<file path="config.mk">
export PLATFORM = sky130hd
export DESIGN_NAME = instr_fetch_unit
export DESIGN_NICKNAME = d
export VERILOG_FILES = /design/src/rtl/instr_fetch_unit.sv
export SDC_FILE = /design/constraint.sdc
export NUM_CORES = 1
export LEC_CHECK = 0
export CAP_MARGIN = 15
export CELL_PAD_IN_SITES_DETAIL_PLACEMENT = 1
export CELL_PAD_IN_SITES_GLOBAL_PLACEMENT = 1
export CORE_MARGIN = 1.5
export CORE_UTILIZATION = 35
export CTS_CLUSTER_DIAMETER = 60
export DETAILED_ROUTE_END_ITERATION = 7
export GPL_TIMING_DRIVEN = 0
export PLACE_DENSITY_LB_ADDON = 0.1
export SLEW_MARGIN = 40
export SYNTH_ARGS = -nofsm -noshare
export SYNTH_HDL_FRONTEND = slang
export SYNTH_SLANG_ARGS = --single-unit
</file>
<file path="constraint.sdc">
create_clock -name clk -period 3.4 [get_ports clk]
set_input_delay 0.51 -clock clk [delete_from_list [all_inputs] [get_ports clk]]
set_output_delay 0.51 -clock clk [all_outputs]
set_load 0.1 [all_outputs]
</file>
<file path="src/rtl/instr_fetch_unit.sv">
// Purpose : PC generation and instruction fetch for the IF stage, feeding the IF/ID register.
// Latency : a hit delivers its word in the request cycle; an N-cycle miss delivers it on cycle N+1.
// Backpressure: stall parks a returned word in hold_buf (HELD) so it is never read from memory twice.
//
// Ports:
//   clk, reset                 clock and synchronous active-high reset
//   stall                      downstream cannot accept an instruction this cycle
//   branch_taken/target        EX-stage redirect; highest priority
//   imem_read/address          request to instruction memory, held stable while imem_busywait=1
//   imem_readdata/busywait     memory response and not-ready indication
//   pc, pc_4                   address of the presented instruction and its successor
//   instruction, instr_valid   fetched word (or NOP bubble) and its consume strobe
//   miss_cycles                saturating count of memory-wait cycles while fetching
module instr_fetch_unit #(
  parameter logic [31:0] RESET_PC  = 32'h0000_0000,
  parameter logic [31:0] NOP_INSTR = 32'h0000_0013
) (
  input  logic        clk,
  input  logic        reset,
  input  logic        stall,
  input  logic        branch_taken,
  input  logic [31:0] branch_target,
  output logic        imem_read,
  output logic [31:0] imem_address,
  input  logic [31:0] imem_readdata,
  input  logic        imem_busywait,
  output logic [31:0] pc,
  output logic [31:0] pc_4,
  output logic [31:0] instruction,
  output logic        instr_valid,
  output logic [31:0] miss_cycles
);

  typedef enum logic [1:0] {
    ST_RUN  = 2'd0,
    ST_HELD = 2'd1,
    ST_KILL = 2'd2
  } state_t;

  state_t      state_q, state_d;
  logic [31:0] pc_q, pc_d;
  logic [31:0] hold_buf_q, hold_buf_d;
  logic [31:0] redirect_pc_q, redirect_pc_d;
  logic [31:0] miss_cycles_q, miss_cycles_d;

  always_comb begin
    state_d       = state_q;
    pc_d          = pc_q;
    hold_buf_d    = hold_buf_q;
    redirect_pc_d = redirect_pc_q;
    miss_cycles_d = miss_cycles_q;
    imem_read     = 1'b0;
    imem_address  = pc_q;
    instr_valid   = 1'b0;
    instruction   = NOP_INSTR;

    // Any wait cycle on an outstanding request counts, whether the word will be used or squashed.
    if ((state_q != ST_HELD) && imem_busywait && (miss_cycles_q != 32'hFFFF_FFFF)) begin
      miss_cycles_d = miss_cycles_q + 32'd1;
    end

    case (state_q)
      ST_RUN: begin
        imem_read = 1'b1;
        if (branch_taken && !imem_busywait) begin
          pc_d = branch_target;
        end else if (branch_taken) begin
          // The request cannot be withdrawn mid-miss; let it finish in KILL and drop the data.
          redirect_pc_d = branch_target;
          state_d       = ST_KILL;
        end else if (imem_busywait) begin
          pc_d = pc_q;
        end else if (!stall) begin
          instr_valid = 1'b1;
          instruction = imem_readdata;
          pc_d        = pc_q + 32'd4;
        end else begin
          hold_buf_d = imem_readdata;
          state_d    = ST_HELD;
        end
      end

      ST_HELD: begin
        instruction = hold_buf_q;
        instr_valid = !stall && !branch_taken;
        if (branch_taken) begin
          pc_d    = branch_target;
          state_d = ST_RUN;
        end else if (!stall) begin
          pc_d    = pc_q + 32'd4;
          state_d = ST_RUN;
        end
      end

      ST_KILL: begin
        imem_read = 1'b1;
        if (branch_taken) begin
          redirect_pc_d = branch_target;
        end
        if (!imem_busywait) begin
          pc_d    = branch_taken ? branch_target : redirect_pc_q;
          state_d = ST_RUN;
        end
      end

      default: begin
        state_d = ST_RUN;
      end
    endcase

    // The reset cycle issues no request and presents a bubble regardless of state.
    if (reset) begin
      imem_read   = 1'b0;
      instr_valid = 1'b0;
      instruction = NOP_INSTR;
    end
  end

  always_ff @(posedge clk) begin
    if (reset) begin
      state_q       <= ST_RUN;
      pc_q          <= RESET_PC;
      hold_buf_q    <= 32'd0;
      redirect_pc_q <= 32'd0;
      miss_cycles_q <= 32'd0;
    end else begin
      state_q       <= state_d;
      pc_q          <= pc_d;
      hold_buf_q    <= hold_buf_d;
      redirect_pc_q <= redirect_pc_d;
      miss_cycles_q <= miss_cycles_d;
    end
  end

  assign pc          = pc_q;
  assign pc_4        = pc_q + 32'd4;
  assign miss_cycles = miss_cycles_q;

endmodule
</file>
== Yosys cells after proc, flatten, opt, wreduce, memory -nomap -nowiden ==
Cells that the tools add are included.

* Shift-type cells: 0
* Bitwise logic cells: 3
* Eq/ne operators: 11
* Magnitude comparators: 0
* Reduce and logical (&&, ||, !) cells: 15
* $add $sub $neg: 2
* Multiply operators: 0
* Divide/modulo/power cells: 0
* Mux-type cells: 32

{| class="wikitable"
|+ Operators with widths
! cell !! count
|-
| 32-bit 2-to-1 mux || 13
|-
| 32-bit case mux with 2 select lines || 2
|-
| 32-bit case mux with 3 select lines || 1
|-
| 32-bit by 1-bit adder with 32-bit output, second input constant || 1
|-
| 32-bit by 3-bit adder with 32-bit output, second input constant || 1
|-
| 32-bit inequality test, second input constant || 1
|-
| 3-bit inequality test, second input constant || 5
|-
| 2-bit 2-to-1 mux || 7
|-
| 5-bit AND reduction || 2
|-
| 1-bit 2-to-1 mux || 7
|-
| 2-bit case mux with 3 select lines || 1
|-
| 1-bit logical AND || 4
|-
| 2-bit inequality test, second input constant || 2
|-
| 4-bit AND reduction || 1
|-
| 1-bit logical NOT || 3
|-
| 1-bit NOT || 3
|-
| 3-bit nonzero test || 1
|-
| 2-bit by 1-bit == test with 1-bit output, second input constant || 1
|-
| 2-bit == test, second input constant || 1
|-
| 2-bit logical NOT || 1
|-
| 2-bit by 1-bit inequality test with 1-bit output, second input constant || 1
|-
| 1-bit case mux with 2 select lines || 1
|-
| 2-bit AND reduction || 1
|-
| 2-bit nonzero test || 1
|-
| 2-bit OR reduction || 1
|}

* Logic and storage cells: 68
* Input bits: 69
* Memories: 0
* Bits in latches: 0
* Register bits after elaboration: 130
* Bits in writable memories: 0
* Output and inout bits: 162
* Bits in read-only memories: 0

== Depth between registers and ports, before layout ==
* Depth in word-level cells: 6
* Gate-level depth with buffers: 10
* Mapped depth without buffers: 7

== Worst setup path before layout ==
Ideal clock, no wire load.

* Kind: reg2out
* Start: register pc_q[2] (netlist: imem_address[2])
* End: output port pc_4[26]
* Path buffers: 1
* Cell stages (with the launch flop): 8
* Arrival time: 4.157 ns
* Required time: 2.890 ns
* Setup slack: -1.267 ns
* Path through: dfxtp_1 -> ha_1 -> nand2_1 -> or4_1 -> clkbuf_1 -> nor2_1 -> nand4_1 -> xnor2_1

* Cells in the longest elaborated chain, start to end: 1

{| class="wikitable"
|+ RTL lines
! element !! RTL line !! source
|-
| start: declaration || 41 || <nowiki>logic [31:0] pc_q, pc_d;</nowiki>
|-
| start signal: assignment || 128 || <nowiki>pc_q <= pc_d;</nowiki>
|-
| 32-bit by 3-bit adder with 32-bit output || 136 || <nowiki>assign pc_4 = pc_q + 32'd4;</nowiki>
|-
| end: declaration || 28 || <nowiki>output logic [31:0] pc_4,</nowiki>
|}

Every way passes these cells.

== Worst setup path after layout ==
* Start: register pc_q[12] (netlist: imem_address[12])
* End: output port pc_4[27]

Same word-level chain as after synthesis.

==> reports/metrics.csv <==
metric;value;unit
outcome;complete, no violations;
vias_per_cell;5.75;
die_y;159;um
grt.overflow.total;0;
synth_cell_types;76;
drc;0;
ys_ff_latch;130;
drv_cap;0;
clk_latency;0.44;ns
grt.total_usage;0.292;
dr_total_vias;10100;
cts.clk_slew.worst_paths;0.06;ns
start_util;0.360;
hold_violations;0;
place_congestion;0.923;
layout_min_cycle_time;3.33;ns
antenna_found_initial;0;
fin_area;0.0116;sq mm
avgSynthCellArea;7.25;sq um
slew_headroom;0.383;
drt-initial-drc-count;711;
nets;1492;
start_kind;flop;
syn_nets;1245;
grt-busiest-layer;met2;
setup_viol_count_final;0;
grt_pass1_wl;57900;um
pin_count;231;
ys_seq_area_frac;0.306;
whs_path_depth;2;
worstSetupPathType;reg -> out;
dpl_cell_area;0.0107;sq mm
coreArea;0.0236;sq mm
leakage;0.00449;uW
cts_tree;done;
tns;0;ns
cts-buffers-inserted;17;
r2r.worst_path.cells;10;
clk_path_buf_depth;2;
use_met1;0.406;
tightest_slew;0.922;ns
ant_nets;0;
die_x;159;um
hold_path_class;reg -> reg;
wl;37000;um
cts_hold_buf;0;
drive_gt1_frac;0.240;
synth_edf_count;0;
async_flop_share;0;
n_fill_cell;2996;
first_global_vias;9904;
finalMaxSlewViolations;0;
worstSetupEndpointType;output pin;
path_max_fanout;10;
fmax;300;MHz
use_met3;0.0569;
clock-sinks;130;
arrival;2.82;ns
syn_area;0.00849;sq mm
cts_root_buf;clkbuf_16;
portBuffers;229;
yosysWarnings;0;
syn_to_final_growth;36.2;%
clock-skew-final;0.0160;ns
diodes;0;
dp_hpwl;28200;um
critPathRequiredTime;2.89;ns
power_density;640;mW/mm^2
die_area;0.0252;sq mm
grt_use_met2;0.451;
period_share;0.980;
htreeDepth;4;
grt_max_degree;17;
synthCells;1171;
num_rows;56;
vdd_drop_max;0.376;mV
total_power;7410;uW
wl_per_cell;21.2;um
synthFlopType;dfxtp_1;
drtPass1Iterations;5;
what timing repair did:
action / 4_1_cts / 5_1_grt
buffers inserted: 0 / 1
setup endpoints to repair: 44 / 43
pin swaps: 0 / 1
endpoints found under the hold margin: 0 / 0
gates resized for setup: 59 / 19
worst paths after layout:
kind | startpoint | endpoint | slack, ns
max | imem_address[12]$_SDFFE_PP0P_ | pc_4[27] | 0.07
min | hold_buf_q[31]$_SDFFE_PP0P_ | hold_buf_q[31]$_SDFFE_PP0P_ | 0.46
max reg2reg | state_q[0]$_SDFFE_PP0P_ | imem_address[24]$_SDFFE_PP0P_ | 0.19
min reg2reg | hold_buf_q[31]$_SDFFE_PP0P_ | hold_buf_q[31]$_SDFFE_PP0P_ | 0.46
where the power goes:
part / switching, uW / internal, uW / total (uW) / leakage (uW)
Combinational: 2740 / 771 / 3510 / 0.00311
Clock: 810 / 1240 / 2050 / 0.000308
Sequential: 188 / 1650 / 1840 / 0.00106
Total: 3740 / 3670 / 7410 / 0.00449
cells in the mapped netlist (5+ instances only):
cell type  count  area, sq um
clkbuf_1      78          293
nor4_1        14         87.6
a221oi_1      14          123
mux2_2         8         90.1
a221o_1        9         90.1
inv_1         21         78.8
nand4_1       17          106
xnor2_1       36          315
dfxtp_1      130         2600
or4_1          8         60.1
or2_2          6         37.5
nand3b_1       9         67.6
and2_1         6         37.5
a31oi_1       27          169
xor2_1        13          114
nand2b_1       9         56.3
nor2_1       103          387
o31ai_1        9         67.6
a211oi_1      13         97.6
o21ai_0       47          235
o21a_1         9         67.6
ha_1           5         62.6
o2bb2ai_1      5         43.8
or3_1         11         68.8
buf_1         11         41.3
a22oi_1       34          255
o22ai_1        6         37.5
nand2_1      194          728
and4_1        10         87.6
nor2b_1       12         75.1
nor3_1        19         95.1
a21oi_1      107          536
buf_2         13         65.1
nand3_1       40          200
and3_1        10         62.6
buf_4         34          255
state kept, by name, summed over array words and instances (netlist names):
register       count
state_q            2
redirect_pc_q     32
hold_buf_q        32
imem_address      32
miss_cycles       32
per-stage QoR:
| step | setup WS, ns | utilization | instances | hold WS [ns] |
|---|---|---|---|---|
| 6_report | 0.0673 | 0.490 | 1750 | 0.456 |
| 5_1_grt | -0.000702 | 0.490 | 1750 | 0.476 |
| 4_1_cts | -0.0182 | 0.487 | 1750 | 0.459 |
| 3_5_place_dp | -0.637 | 0.454 | 1719 | 0.451 |
| 3_3_place_gp | -1.31 | 0.488 | 1719 | 0.442 |
| 2_1_floorplan | -0.477 | - | 1171 | 0.436 |
metal layers:
| layer | part of all wire | wire length (um) |
|---|---|---|
| met2 | 0.44 | 16300 |
| met1 | 0.46 | 16900 |
| met4 | 0.022 | 802 |
| met3 | 0.080 | 2950 |
| met5 | 0 | 0 |
logic make-up (layout without fill, tap and decap cells):
| kind of cell | after synthesis | count (layout) | share of synthesized area |
|---|---|---|---|
| compound gates | 329 | 329 | 0.254 |
| xor+xnor | 49 | 49 | 0.0505 |
| simple gates | 487 | 487 | 0.277 |
| flops | 130 | 130 | 0.306 |
| mux | 13 | 13 | 0.0166 |
| fa+ha+maj | 5 | 5 | 0.00737 |
| buf+inv | 158 | 418 | 0.0877 |
area by class of cell:
| type | count | area (sq um) | share of cell area |
|---|---|---|---|
| multi-input combinational | 883 | 5540 | 0.479 |
| sequential | 130 | 2630 | 0.227 |
| tap | 319 | 399 | 0.0345 |
| clock inverter | 14 | 201 | 0.0174 |
| timing repair buffer | 231 | 1610 | 0.139 |
| buffer | 134 | 681 | 0.0588 |
| clock buffer | 18 | 429 | 0.0371 |
| inverter | 21 | 78.8 | 0.00681 |
cell usage in the layout (no fill, tap or decap), types with 12 or more instances in the layout:
master,synthesis,final
a211oi_1,13,13
a21oi_1,107,106
a221oi_1,14,14
a22oi_1,34,34
a31oi_1,27,27
buf_2,13,148
buf_4,34,52
clkbuf_1,78,66
clkbuf_16,0,17
clkdlybuf4s50_1,0,67
dfxtp_1,130,112
dfxtp_2,0,16
inv_1,21,21
nand2_1,194,194
nand3_1,40,39
nand4_1,17,17
nor2_1,103,91
nor3_1,19,18
nor4_1,14,12
o21ai_0,47,47
xnor2_1,36,24
critical path, stage by stage, from the launching register on:
cell and delay [ns]:
dfxtp_2 0.40, nand4_1 0.29, or4_4 0.62, buf_6 0.18
nor3_4 0.28, buf_4 0.19, xor2_4 0.13, buf_4 0.30
Note: power is estimated with default switching activity, not from simulation.
